## config.mk

```make
export PLATFORM = sky130hd
export DESIGN_NAME = uart_rx_frame
export DESIGN_NICKNAME = d
export VERILOG_FILES = /design/src/rtl/uart_pkg.sv /design/src/rtl/uart_rx_byte.sv /design/src/rtl/uart_rx_frame.sv
export SDC_FILE = /design/constraint.sdc
export NUM_CORES = 1
export LEC_CHECK = 0
export ABC_AREA = 0
export BUFFER_PORTS_ARGS = -buffer_cell sky130_fd_sc_hd__buf_2
export CAP_MARGIN = 15
export CORE_ASPECT_RATIO = 1.75
export CORE_MARGIN = 10
export CORE_UTILIZATION = 45
export CTS_CLUSTER_DIAMETER = 40
export DETAILED_ROUTE_END_ITERATION = 6
export HOLD_SLACK_MARGIN = 0.12
export PLACE_DENSITY_LB_ADDON = 0.15
export RECOVER_POWER = 50
export SKIP_CTS_REPAIR_TIMING = 1
export SLEW_MARGIN = 25
export SYNTH_ARGS = -nofsm -noshare
export SYNTH_HDL_FRONTEND = slang
export SYNTH_SLANG_ARGS = --single-unit
```

## constraint.sdc

```tcl
create_clock -name clk -period 1.65 [get_ports clk]
set_input_delay 0.0825 -clock clk [delete_from_list [all_inputs] [get_ports clk]]
set_output_delay 0.0825 -clock clk [all_outputs]
set_load 0.01 [all_outputs]
```

## src/rtl/uart_pkg.sv

```systemverilog
// Shared types and helpers for the histogram-readout UART receiver.
// Bit-FSM states, record byte slots, default oversample rate, parity.
package uart_pkg;

  localparam int OVERSAMPLE_DEF = 16;

  typedef enum logic [2:0] {
    ST_IDLE,
    ST_START,
    ST_DATA,
    ST_PARITY,
    ST_STOP
  } rx_state_e;

  localparam logic [1:0] SLOT_ADDR_HI = 2'd0;
  localparam logic [1:0] SLOT_ADDR_LO = 2'd1;
  localparam logic [1:0] SLOT_DATA_HI = 2'd2;
  localparam logic [1:0] SLOT_DATA_LO = 2'd3;

  function automatic logic even_par(input logic [7:0] d);
    return ^d;
  endfunction

endpackage

```

## src/rtl/uart_rx_byte.sv

```systemverilog
// Oversampled UART character receiver: sync, start check, bit FSM.
// Emits one byte_valid pulse on the stop-bit sample tick.
module uart_rx_byte
  import uart_pkg::*;
#(
  parameter int OVERSAMPLE = OVERSAMPLE_DEF
) (
  input  logic       clk,
  input  logic       rst,
  input  logic       i_rxd,
  input  logic       i_rx_en,
  output logic       o_byte_valid,
  output logic [7:0] o_byte,
  output logic       o_par_err,
  output logic       o_frm_err,
  output logic       o_idle,
  output logic       o_line
);

  localparam int TW = $clog2(OVERSAMPLE);

  logic [1:0]    r_sync;
  rx_state_e     r_state, w_state_n;
  logic [TW-1:0] r_tick, w_tick_n;
  logic [2:0]    r_bit, w_bit_n;
  logic [7:0]    r_data, w_data_n;
  logic          r_par, w_par_n;
  logic          r_armed, w_armed_n;
  logic          w_rx, w_mid, w_half;
  logic          w_bv, w_frm;

  assign w_rx   = r_sync[1];
  assign w_mid  = (r_tick == TW'(OVERSAMPLE - 1));
  assign w_half = (r_tick == TW'(OVERSAMPLE / 2 - 1));

  // Two-flop synchronizer, preset to the idle level
  always_ff @(posedge clk) begin
    if (rst) r_sync <= 2'b11;
    else     r_sync <= {r_sync[0], i_rxd};
  end

  // State and datapath registers
  always_ff @(posedge clk) begin
    if (rst) begin
      r_state <= ST_IDLE;
      r_tick  <= '0;
      r_bit   <= '0;
      r_data  <= '0;
      r_par   <= 1'b0;
      r_armed <= 1'b0;
    end else begin
      r_state <= w_state_n;
      r_tick  <= w_tick_n;
      r_bit   <= w_bit_n;
      r_data  <= w_data_n;
      r_par   <= w_par_n;
      r_armed <= w_armed_n;
    end
  end

  // Next state; every decision is gated by the oversample tick
  always_comb begin
    w_state_n = r_state;
    w_tick_n  = r_tick;
    w_bit_n   = r_bit;
    w_data_n  = r_data;
    w_par_n   = r_par;
    w_armed_n = r_armed;
    w_bv      = 1'b0;
    w_frm     = 1'b0;
    if (i_rx_en) begin
      unique case (r_state)
        ST_IDLE: begin
          if (w_rx) begin
            w_armed_n = 1'b1;
          end else if (r_armed) begin
            w_state_n = ST_START;
            w_tick_n  = '0;
            w_armed_n = 1'b0;
          end
        end
        ST_START: begin
          if (!w_half) begin
            w_tick_n = r_tick + TW'(1);
          end else if (w_rx) begin
            w_state_n = ST_IDLE;
            w_armed_n = 1'b1;
          end else begin
            w_state_n = ST_DATA;
            w_tick_n  = '0;
            w_bit_n   = '0;
          end
        end
        ST_DATA: begin
          if (!w_mid) begin
            w_tick_n = r_tick + TW'(1);
          end else begin
            w_data_n[r_bit] = w_rx;
            w_tick_n = '0;
            w_bit_n  = r_bit + 3'd1;
            if (r_bit == 3'd7) w_state_n = ST_PARITY;
          end
        end
        ST_PARITY: begin
          if (!w_mid) begin
            w_tick_n = r_tick + TW'(1);
          end else begin
            w_par_n   = w_rx ^ even_par(r_data);
            w_tick_n  = '0;
            w_state_n = ST_STOP;
          end
        end
        ST_STOP: begin
          if (!w_mid) begin
            w_tick_n = r_tick + TW'(1);
          end else begin
            w_bv      = 1'b1;
            w_frm     = ~w_rx;
            w_armed_n = w_rx;
            w_tick_n  = '0;
            w_state_n = ST_IDLE;
          end
        end
        default: w_state_n = ST_IDLE;
      endcase
    end
  end

  assign o_byte_valid = w_bv;
  assign o_byte       = r_data;
  assign o_par_err    = r_par;
  assign o_frm_err    = w_frm;
  assign o_idle       = (r_state == ST_IDLE);
  assign o_line       = w_rx;

endmodule

```

## src/rtl/uart_rx_frame.sv

```systemverilog
// Reassembles 4-byte address/data records from the readout UART.
// Flags record errors, resyncs on long idle, checks address sequence.
module uart_rx_frame
  import uart_pkg::*;
#(
  parameter int WIDTH_DATA       = 16,
  parameter int LENGTH_ADDR      = 10,
  parameter int OVERSAMPLE       = OVERSAMPLE_DEF,
  parameter int IDLE_RESYNC_BITS = 20
) (
  input  logic                   clk,
  input  logic                   rst,
  input  logic                   RxD,
  input  logic                   rx_en,
  output logic                   rec_valid,
  output logic [LENGTH_ADDR-1:0] rec_addr,
  output logic [WIDTH_DATA-1:0]  rec_data,
  output logic                   rec_err,
  output logic                   err_par,
  output logic                   err_frm,
  output logic                   err_fmt,
  output logic                   seq_gap,
  output logic                   busy
);

  localparam int AHW = LENGTH_ADDR - 8;
  localparam int DHW = WIDTH_DATA - 8;
  localparam int TW  = $clog2(OVERSAMPLE);
  localparam int RSW = $clog2(IDLE_RESYNC_BITS + 1);

  logic                   w_bv, w_bpar, w_bfrm, w_idle, w_line;
  logic [7:0]             w_byte;
  logic [1:0]             r_idx;
  logic [AHW-1:0]         r_addr_hi;
  logic [7:0]             r_addr_lo;
  logic [DHW-1:0]         r_data_hi;
  logic                   r_fpar, r_ffrm, r_ffmt, r_first;
  logic [TW-1:0]          r_rs_tick;
  logic [RSW-1:0]         r_rs_bits;
  logic                   w_fpar, w_ffrm, w_ffmt, w_any;
  logic                   w_quiet, w_timeout;
  logic [LENGTH_ADDR-1:0] w_addr, w_next;

  uart_rx_byte #(
    .OVERSAMPLE(OVERSAMPLE)
  ) u_byte (
    .clk         (clk),
    .rst         (rst),
    .i_rxd       (RxD),
    .i_rx_en     (rx_en),
    .o_byte_valid(w_bv),
    .o_byte      (w_byte),
    .o_par_err   (w_bpar),
    .o_frm_err   (w_bfrm),
    .o_idle      (w_idle),
    .o_line      (w_line)
  );

  assign busy      = ~w_idle;
  assign w_quiet   = w_idle & w_line;
  assign w_timeout = rx_en & w_quiet &
                     (r_rs_tick == TW'(OVERSAMPLE - 1)) &
                     (r_rs_bits == RSW'(IDLE_RESYNC_BITS - 1));

  assign w_fpar = r_fpar | w_bpar;
  assign w_ffrm = r_ffrm | w_bfrm;
  assign w_ffmt = r_ffmt |
                  ((r_idx == SLOT_ADDR_HI) & (|w_byte[7:AHW]));
  assign w_any  = w_fpar | w_ffrm | w_ffmt;
  assign w_addr = {r_addr_hi, r_addr_lo};
  assign w_next = rec_addr + LENGTH_ADDR'(1);

  // Count whole bit periods of quiet line while the bit FSM idles
  always_ff @(posedge clk) begin
    if (rst) begin
      r_rs_tick <= '0;
      r_rs_bits <= '0;
    end else if (rx_en) begin
      if (!w_quiet) begin
        r_rs_tick <= '0;
        r_rs_bits <= '0;
      end else if (r_rs_tick == TW'(OVERSAMPLE - 1)) begin
        r_rs_tick <= '0;
        if (r_rs_bits != RSW'(IDLE_RESYNC_BITS))
          r_rs_bits <= r_rs_bits + RSW'(1);
      end else begin
        r_rs_tick <= r_rs_tick + TW'(1);
      end
    end
  end

  // Slot commit, record completion and sequence check
  always_ff @(posedge clk) begin
    if (rst) begin
      r_idx     <= SLOT_ADDR_HI;
      r_addr_hi <= '0;
      r_addr_lo <= '0;
      r_data_hi <= '0;
      r_fpar    <= 1'b0;
      r_ffrm    <= 1'b0;
      r_ffmt    <= 1'b0;
      r_first   <= 1'b1;
      rec_valid <= 1'b0;
      rec_err   <= 1'b0;
      rec_addr  <= '0;
      rec_data  <= '0;
      err_par   <= 1'b0;
      err_frm   <= 1'b0;
      err_fmt   <= 1'b0;
      seq_gap   <= 1'b0;
    end else begin
      rec_valid <= 1'b0;
      rec_err   <= 1'b0;
      if (w_timeout && r_idx != SLOT_ADDR_HI) begin
        r_idx  <= SLOT_ADDR_HI;
        r_fpar <= 1'b0;
        r_ffrm <= 1'b0;
        r_ffmt <= 1'b0;
      end else if (w_bv) begin
        r_idx  <= r_idx + 2'd1;
        r_fpar <= w_fpar;
        r_ffrm <= w_ffrm;
        r_ffmt <= w_ffmt;
        unique case (r_idx)
          SLOT_ADDR_HI: r_addr_hi <= w_byte[AHW-1:0];
          SLOT_ADDR_LO: r_addr_lo <= w_byte;
          SLOT_DATA_HI: r_data_hi <= w_byte[DHW-1:0];
          SLOT_DATA_LO: begin
            r_fpar  <= 1'b0;
            r_ffrm  <= 1'b0;
            r_ffmt  <= 1'b0;
            err_par <= w_fpar;
            err_frm <= w_ffrm;
            err_fmt <= w_ffmt;
            if (w_any) begin
              rec_err <= 1'b1;
            end else begin
              rec_valid <= 1'b1;
              rec_addr  <= w_addr;
              rec_data  <= {r_data_hi, w_byte};
              seq_gap   <= ~r_first & (w_addr != w_next);
              r_first   <= 1'b0;
            end
          end
        endcase
      end
    end
  end

endmodule

```

==> results.py, run 1 <==
metrics = {
    "outcome": {
        "run_status": "complete, but fails checks",
        "violations": "setup timing",
    },
    "min_path": {
        "hold_class": "primary input to flop",
        "hold_start": "rx_en",
    },
    "synthesis": {
        "ys_top_cells_by_count": "116 x nand2_1, 87 x dfxtp_1, 51 x a21oi_1, 39 x nor2_1, 21 x inv_1",
        "yosysTopAreaCell": "dfxtp_1",
        "synth_top_area_share_pct": 41.5,
        "synthTopCellsByArea": "dfxtp_1 41%, nand2_1 10%, a21oi_1 6.1%, ha_1 4.5%, a21oi_2 3.5%",
        "post_synth_instance_area_sq_mm": 0.00420,
        "yosys_most_used_dff": "dfxtp_1",
        "yosysWarnings": 0,
        "ys_seq_area_share_pct": 41.5,
        "yosysMostFrequentCell": "nand2_1",
        "synth_cells": 510,
        "synth-async-reset-ratio_pct": 0,
        "synth_cell_types": 57,
        "ys_seq_elements": 87,
        "syn_nets": 529,
        "synth-edff-count": 0,
        "syn_area_per_cell_sq_um": 8.24,
    },
    "detailed_routing": {
        "avgRoutedWirePerCell_microns": 15.2,
        "ant_nets": 0,
        "vias": 3837,
        "firstDrtPassIters": 4,
        "avgViaCountPerCell": 5.25,
        "drc": 0,
        "drtIter0Drc": 123,
        "totalWireLength_microns": 11100,
    },
    "placement": {
        "post-place-ws_ns": -0.143,
        "place_inst": 703,
        "place_area_sq_mm": 0.00503,
        "place.gp.congestion": 0.862,
        "hpwl_microns": 7890,
        "io_buffers": 36,
    },
    "die": {
        "die_h_microns": 148,
        "die_w_microns": 93.0,
        "ios": 37,
        "start_util_pct": 46.2,
        "fp.coreArea_sq_mm": 0.00909,
        "dieArea_sq_mm": 0.0138,
        "rows": 46,
    },
    "cells_and_area": {
        "area_delta_synth_final_pct": 37.9,
        "design_area_sq_mm": 0.00579,
        "drive_gt1_share_pct": 36.8,
        "fin_util_pct": 63.7,
        "final_cells": 731,
        "nNetsFinal": 625,
        "antenna_cells": 0,
    },
    "worst_setup_path": {
        "start_kind": "flop",
        "critPathKind": "flop to flop",
        "rr_startpoint": "rec_addr[0]$_SDFFE_PP0P_",
        "end_kind": "flop",
        "crit_path_max_fanout": 5,
        "cp-startpoint": "rec_addr[0]$_SDFFE_PP0P_",
        "arrival_ns": 2.08,
        "crit_required_ns": 1.89,
    },
    "timing": {
        "setup_viol": 38,
        "slew_viol_final": 0,
        "finClkSkew_ns": 0.00596,
        "fin_crit_sh_pct": 112,
        "hold_viol_final": 0,
        "maxSlewHeadroom_pct": 63.3,
        "worst_slack_ns": -0.191,
        "finalCriticalPeriod_ns": 1.84,
        "fmax_ghz": 0.543,
        "rsz0062_at_grt": "true",
        "worstMarginPinSlew_ns": 0.551,
    },
    "cts": {
        "htreeDepth": 3,
        "path_clk_slew_ns": 0.06,
        "cts_made_buffers": 9,
        "cts_sinks": 87,
        "clock_path_buffers": 2,
        "insertion_delay_ns": 0.34,
        "tritoncts": "yes",
        "root_buffer": "clkbuf_16",
    },
    "global_routing": {
        "grt_max_degree": 43,
        "grt_usage_pct": 15.7,
        "grt_pass1_vias": 3845,
        "overflow": 0,
        "grt_pass1_wl_microns": 17800,
        "antenna_found_initial": 0,
    },
    "power": {
        "irDropWorstVdd_v": 0.000633,
        "power_mw": 4.29,
        "p_leak_nw": 2.40,
        "powerDensity_mw_per_mm2": 740,
    },
    "flow_run": {
        "cap_viol_max_count": 0,
    },
}
==> through the flow <==
stage	setup TNS, ns	hold WS [ns]
3_5_place_dp	-3.34	0.268
3_3_place_gp	-1.93	0.270
4_1_cts	-4.79	-0.0859
5_1_grt	-8.67	0.213
6_report	-4.90	0.204
2_1_floorplan	-0.0473	0.186
==> critical path, cell delays in order, from the launching register on <==
cell and delay [ns]:
dfxtp_1 0.45, ha_4 0.20, inv_2 0.06, or4_1 0.49, a31o_1 0.21, nand2_1 0.07
a2111oi_2 0.05, o41ai_2 0.21
==> cell usage in the layout (no fill, tap or decap), types with 3 or more instances in the layout <==
cell,netlist,final
nand2_1,116,87
dfxtp_1,87,75
buf_4,3,61
a21oi_1,51,40
nor2_1,39,36
a21oi_2,17,28
clkbuf_1,14,28
nand2_4,0,21
xnor2_1,14,13
nand3_1,15,13
inv_1,21,12
mux2i_1,12,12
clkbuf_16,0,11
dfxtp_2,0,11
buf_2,7,10
inv_2,0,9
ha_1,15,9
nand2_2,0,8
o21ai_0,9,7
ha_4,0,6
nor3b_2,0,5
nand2b_1,7,5
or3_1,5,4
buf_12,0,4
and3_1,5,3
nor3_1,7,3
and3_4,0,3
and4_1,4,3
a32oi_1,3,3
xor2_1,3,3
buf_6,3,3
==> sequential cells by signal (all words and copies together), names as in the netlist, 3 cells and up <==
name,count
u_byte.r_state,3
u_byte.o_byte,8
r_data_hi,8
rec_addr,10
rec_data,16
r_addr_lo,8
u_byte.r_bit,3
r_rs_tick,4
u_byte.r_tick,4
r_rs_bits,5
==> report_power, final <==
| group | internal [mW] | switching, mW |
|---|---|---|
| clock | 1.17 | 0.841 |
| combinational | 0.0574 | 0.0976 |
| sequential | 2.11 | 0.00876 |
| total | 3.34 | 0.948 |
==> cell type report <==
cell class	count	area (sq um)
sequential	87	1760
clock buffer	9	225
multi-input combinational	375	2690
timing repair buffer	112	812
clock inverter	7	72.6
inverter	21	78.8
tap	120	150
fill	835	3300
==> kinds of logic after synthesis <==
| family | share of synthesized area (%) |
|---|---|
| xor gates and xnor gates | 3.55 |
| and+or+nand+nor | 25.0 |
| AOI/OAI and AO/OA | 17.1 |
| buffers and inverters | 5.30 |
| adders and majority gates | 4.71 |
| muxes | 2.86 |
| DFF | 41.5 |
==> path summary, 6_finish.rpt <==
path	slack (ns)	endpoint	cells after the start
setup reg to reg	-0.19	seq_gap$_SDFFE_PP0P_	7
hold / removal	0.20	r_rs_bits[2]$_SDFFE_PP0P_	3
setup / recovery	-0.19	seq_gap$_SDFFE_PP0P_	7
hold reg to reg	0.41	u_byte.r_sync[1]$_SDFF_PP1_	1
==> routing by layer <==
| layer | routed length [microns] | track usage, % | vias to the layer above |
|---|---|---|---|
| met3 | 308 | 2.84 | 16 |
| met5 | 0 | 0 | - |
| li1 | - | - | 1943 |
| met1 | 4100 | 15.0 | 1824 |
| met4 | 192 | 6.43 | 0 |
| met2 | 6520 | 31.2 | 54 |
(Power assumes the default switching activity.)
==> inputs of run 2 (changes only) <==
==> constraint.sdc (replaced) <==
create_clock -name clk -period 1.65 [get_ports clk]
set_input_delay 0.0825 -clock clk [delete_from_list [all_inputs] [get_ports clk]]
set_output_delay 0.0825 -clock clk [all_outputs]
set_load 0.005 [all_outputs]
==> run 2 against run 1 <==
The run still ends with setup timing left; first-iteration DRC count increased by 42%; final cell count increased by 0.55%; register-to-register slack improved by 0.04 ns.
==> results.py, run 2 (synthesis gave the netlist of run 1 again) <==
metrics = {
    "outcome": {
        "run_status": "complete, but fails checks",
        "violations": "setup timing",
    },
    "timing": {
        "hold_viol_final": 0,
        "maxSlewHeadroom_pct": 73.7,
        "finClkSkew_ns": 0.00785,
        "tns_ns": -3.89,
        "fin_crit_sh_pct": 109,
        "setup_viol": 50,
        "worstMarginPinSlew_ns": 0.395,
        "worst_slack_ns": -0.153,
        "finalCriticalPeriod_ns": 1.80,
        "fmax_ghz": 0.555,
        "slew_viol_final": 0,
        "rsz0062_at_grt": "true",
    },
    "detailed_routing": {
        "vias": 3897,
        "totalWireLength_microns": 11400,
        "avgRoutedWirePerCell_microns": 15.5,
        "avgViaCountPerCell": 5.30,
        "drtIter0Drc": 175,
        "ant_nets": 0,
        "drc": 0,
        "firstDrtPassIters": 4,
    },
    "global_routing": {
        "grt_max_degree": 33,
        "grt_usage_pct": 15.4,
        "grt_pass1_vias": 3822,
        "overflow": 0,
        "grt_pass1_wl_microns": 17200,
        "antenna_found_initial": 0,
    },
    "cells_and_area": {
        "final_cells": 735,
        "final_cell_mix": "70 x dfxtp_1, 69 x nand2_1, 60 x buf_4, 44 x a21oi_2, 36 x nor2_1",
        "largest_reg_flops": 16,
        "drive_gt1_share_pct": 43.9,
        "antenna_cells": 0,
        "top_regs": "rec_data (16), rec_addr (10)",
        "fin_util_pct": 66.3,
        "nNetsFinal": 629,
        "design_area_sq_mm": 0.00603,
        "area_delta_synth_final_pct": 43.6,
        "final_common_cell": "dfxtp_1",
        "largest_register": "rec_data",
    },
    "cts": {
        "cts_sinks": 87,
        "clock_path_buffers": 2,
        "insertion_delay_ns": 0.35,
        "cts_made_buffers": 9,
        "tritoncts": "yes",
        "path_clk_slew_ns": 0.06,
        "htreeDepth": 3,
        "root_buffer": "clkbuf_16",
    },
    "worst_setup_path": {
        "crit_buf_inv": 2,
        "critPathKind": "flop to flop",
        "worst_path_most_repeated_cell": "and3_4",
        "end_kind": "flop",
        "crit_slowest_cell": "dfxtp_2",
        "crit_required_ns": 1.92,
        "cp_slowest_stage_delay_ns": 0.35,
        "start_kind": "flop",
        "crit_path_max_fanout": 7,
        "arrival_ns": 2.08,
        "critical-path-top-delay-family": "simple AND/OR/NAND/NOR gates",
        "cp_cell_sequence": "ha_4 -> and3_4 -> and4_1 -> buf_6 -> and3_4 -> clkbuf_16 -> nand2_4 -> a21oi_2",
    },
    "power": {
        "power_switching_mw": 0.964,
        "p_int_mw": 3.20,
        "powerDensity_mw_per_mm2": 691,
        "p_leak_nw": 2.47,
        "combPwrFrac_pct": 4.3,
        "swShare_pct": 23.1,
        "irDropWorstVdd_v": 0.000597,
        "power.share.sequential_pct": 50.7,
        "pwr-share-clk_pct": 45.0,
    },
    "placement": {
        "hpwl_microns": 8050,
        "io_buffers": 36,
        "place_area_sq_mm": 0.00510,
        "place_inst": 706,
        "place.gp.congestion": 0.875,
    },
    "die": {
        "rows": 46,
        "start_util_pct": 46.2,
        "ios": 37,
        "die_h_microns": 148,
        "die_w_microns": 93.0,
        "dieArea_sq_mm": 0.0138,
        "fp.coreArea_sq_mm": 0.00909,
    },
    "flow_run": {
        "cap_viol_max_count": 0,
    },
    "min_path": {
        "hold_class": "primary input to flop",
    },
}
run 2: final timing paths:
| path | slack, ns | startpoint | cells past startpoint | endpoint |
|---|---|---|---|---|
| max reg2reg | -0.15 | u_byte.r_tick[0]$_SDFFE_PP0P_ | 8 | rec_addr[1]$_SDFFE_PP0P_ |
| min | 0.14 | rst | 2 | r_rs_tick[2]$_SDFFE_PP0P_ |
| min reg2reg | 0.41 | u_byte.r_sync[0]$_SDFF_PP1_ | 1 | u_byte.r_sync[1]$_SDFF_PP1_ |
| max | -0.15 | u_byte.r_tick[0]$_SDFFE_PP0P_ | 8 | rec_addr[1]$_SDFFE_PP0P_ |
run 2: metrics by stage:
step	power (mW)	worst slack (ns)	hold WS, ns
after global routing	4.29	-0.219	0.155
after CTS	4.19	-0.146	-0.0858
after floorplan	2.25	-0.0129	0.186
after detailed placement	2.32	-0.130	0.270
after global placement	2.32	-0.0970	0.272
final	4.17	-0.153	0.137
run 2: power by group through the flow:
stage	clock network (mW)	registers, mW	logic (mW)
global placement	0	2.16	0.159
global route	1.99	2.11	0.192
floorplan	0	2.16	0.0939
detailed placement	0	2.16	0.161
finish	1.88	2.11	0.177
CTS	1.91	2.11	0.162
run 2: cell type report:
cell class                      instances  area (sq um)
Timing Repair Buffer                  116           910
Clock buffer                           10           229
Fill cell                             764          3060
Multi-Input combinational cell        375          2850
Tap cell                              120           150
Clock inverter                          6          45.0
Inverter                               21          78.8
Sequential cell                        87          1770
run 2: layer usage:
layer	up-vias	global-route usage (%)	wire length [microns]	part of all wire (%)
li1	1948	-	-	-
met1	1877	13.6	4060	36
met2	52	30.8	6780	59
met3	20	3.50	315	2.8
met4	0	6.98	273	2.4
met5	-	0	0	0
==> inputs of run 3 (changes only) <==
--- a/config.mk
+++ b/config.mk
@@ -9,7 +9,9 @@
 export BUFFER_PORTS_ARGS = -buffer_cell sky130_fd_sc_hd__buf_2
 export CAP_MARGIN = 15
+export CELL_PAD_IN_SITES_DETAIL_PLACEMENT = 0
+export CELL_PAD_IN_SITES_GLOBAL_PLACEMENT = 1
 export CORE_ASPECT_RATIO = 1.75
 export CORE_MARGIN = 10
-export CORE_UTILIZATION = 45
+export CORE_UTILIZATION = 40
 export CTS_CLUSTER_DIAMETER = 40
 export DETAILED_ROUTE_END_ITERATION = 6
==> constraint.sdc (replaced) <==
create_clock -name clk -period 1.65 [get_ports clk]
set_input_delay 0.2475 -clock clk [delete_from_list [all_inputs] [get_ports clk]]
set_output_delay 0.2475 -clock clk [all_outputs]
set_load 0.005 [all_outputs]
==> run 3 against run 2 <==
Power rose by 3.8%; setup slack improved by 0.0041 ns; critical path depth did not move; the flow still finishes with violations (setup timing); combinational power fell by 2%; highest routed layer unchanged; final cell count rose by 2.2%; sequential cell count did not move; fmax rose by 0.23%; worst hold slack improved by 0.14 ns; die area rose by 10%; final area fell by 3.2%; largest power group unchanged; clock skew fell by 0.00079 ns.
==> results.py, run 3 (synthesis gave the netlist of run 1 again) <==
metrics = {
    "outcome": {
        "run_status": "complete, but fails checks",
        "violations": "setup timing",
    },
    "timing": {
        "hold_viol_final": 0,
        "finalCriticalPeriod_ns": 1.80,
        "fmax_ghz": 0.556,
        "worst_slack_ns": -0.149,
        "slew_viol_final": 0,
        "setup_viol": 32,
        "finClkSkew_ns": 0.00706,
        "tns_ns": -3.68,
        "rsz0062_at_grt": "true",
        "maxSlewHeadroom_pct": 73.6,
        "worstMarginPinSlew_ns": 0.391,
        "fin_crit_sh_pct": 109,
    },
    "power": {
        "p_int_mw": 3.39,
        "power.share.sequential_pct": 48.9,
        "power_switching_mw": 0.932,
        "irDropWorstVdd_v": 0.000598,
        "swShare_pct": 21.5,
        "combPwrFrac_pct": 4.0,
        "powerDensity_mw_per_mm2": 741,
        "pwr-share-clk_pct": 47.1,
        "p_leak_nw": 2.19,
        "power_mw": 4.33,
    },
    "cells_and_area": {
        "largest_reg_flops": 16,
        "multi_input_area_sq_mm": 0.00262,
        "final-seq-area_sq_mm": 0.00176,
        "final_common_cell": "nand2_1",
        "area_delta_synth_final_pct": 39.1,
        "largest_register": "rec_data",
        "final_cells": 751,
        "drive_gt1_share_pct": 38.0,
        "fillers": 1002,
        "nNetsFinal": 638,
        "final_cell_mix": "90 x nand2_1, 75 x dfxtp_1, 70 x buf_4, 39 x a21oi_1, 35 x nor2_1",
        "antenna_cells": 0,
        "top_regs": "rec_data (16), rec_addr (10)",
    },
    "cts": {
        "cts_made_buffers": 9,
        "root_buffer": "clkbuf_16",
        "cts_sinks": 87,
        "insertion_delay_ns": 0.34,
        "htreeDepth": 3,
        "path_clk_slew_ns": 0.06,
        "tritoncts": "yes",
        "clock_path_buffers": 2,
    },
    "detailed_routing": {
        "avgRoutedWirePerCell_microns": 15.3,
        "avgViaCountPerCell": 5.15,
        "totalWireLength_microns": 11500,
        "drc": 0,
        "vias": 3867,
        "ant_nets": 0,
        "drtIter0Drc": 118,
        "firstDrtPassIters": 4,
    },
    "worst_setup_path": {
        "rr_startpoint": "u_byte.o_byte[7]$_SDFFE_PP0P_",
        "cp-startpoint": "u_byte.o_byte[7]$_SDFFE_PP0P_",
        "crit_path_max_fanout": 6,
        "arrival_ns": 2.07,
        "critPathKind": "flop to flop",
        "end_kind": "flop",
        "crit_required_ns": 1.92,
        "start_kind": "flop",
    },
    "die": {
        "die_w_microns": 97.5,
        "rows": 49,
        "fp.coreArea_sq_mm": 0.0103,
        "die_h_microns": 156,
        "ios": 37,
        "dieArea_sq_mm": 0.0152,
        "start_util_pct": 40.8,
    },
    "placement": {
        "io_buffers": 36,
        "place.gp.congestion": 0.809,
        "hpwl_microns": 8470,
        "place_inst": 725,
    },
    "min_path": {
        "hold_class": "primary input to flop",
        "hold_start": "rst",
    },
    "flow_run": {
        "cap_viol_max_count": 0,
    },
    "global_routing": {
        "grt_usage_pct": 14.4,
        "antenna_found_initial": 0,
        "grt_max_degree": 30,
        "overflow": 0,
        "grt_pass1_wl_microns": 18300,
        "grt_pass1_vias": 3919,
    },
}
-- run 3: cell types whose count changed in the layout (fill, tap and decap cells not counted), sizes merged --
cell and delta:
clkinvlp -3, bufinv +1, inv -1, clkinv +2, buf +3, clkbuf +7
-- run 3: final cells by class --
type	instances	area share (%)
timing repair buffer	125	15.8
tap	127	2.72
sequential	87	30.1
inverter	21	1.35
clock buffer	11	4.16
multi-input combinational	375	44.9
clock inverter	5	0.985
-- run 3: final timing paths --
check,endpoint,slack (ns),depth (start not counted)
setup reg to reg,rec_data[11]$_SDFFE_PP0P_,-0.15,8
setup / recovery,rec_data[11]$_SDFFE_PP0P_,-0.15,8
hold / removal,u_byte.o_byte[7]$_SDFFE_PP0P_,0.27,2
hold reg to reg,u_byte.r_sync[1]$_SDFF_PP1_,0.41,1
-- run 3: per-layer routing --
layer,wire (microns),track usage (%)
met3,269,2.62
met5,0,0
met1,4140,13.2
met4,261,5.22
met2,6850,29.8
-- run 3: worst max-delay path: stages (launching register included) --
cell and delay [ns]:
dfxtp_2 0.32, inv_2 0.06, ha_4 0.14, nand3_4 0.09, a2111oi_4 0.43, and3_4 0.32, clkbuf_16 0.19, nand2_2 0.06
a21oi_2 0.11
-- run 3: power groups by stage --
| stage | Combinational, mW | Sequential (mW) | Clock (mW) |
|---|---|---|---|
| global route | 0.192 | 2.12 | 2.15 |
| CTS | 0.168 | 2.11 | 2.10 |
| global placement | 0.165 | 2.16 | 0 |
| floorplan | 0.0939 | 2.16 | 0 |
| detailed placement | 0.167 | 2.16 | 0 |
| finish | 0.173 | 2.12 | 2.04 |
-- run 3: per-stage QoR --
stage / cell area (sq um) / hold WS, ns / setup slack, ns / utilization [%]
6_report: 5840 / 0.274 / -0.149 / 56.7
5_1_grt: 5840 / 0.305 / -0.241 / 56.7
4_1_cts: 5480 / 0.0867 / -0.150 / 53.2
3_5_place_dp: 5170 / 0.396 / -0.132 / 50.2
3_3_place_gp: 5170 / 0.398 / -0.0858 / 50.2
2_1_floorplan: 4340 / 0.351 / -0.0129 / -
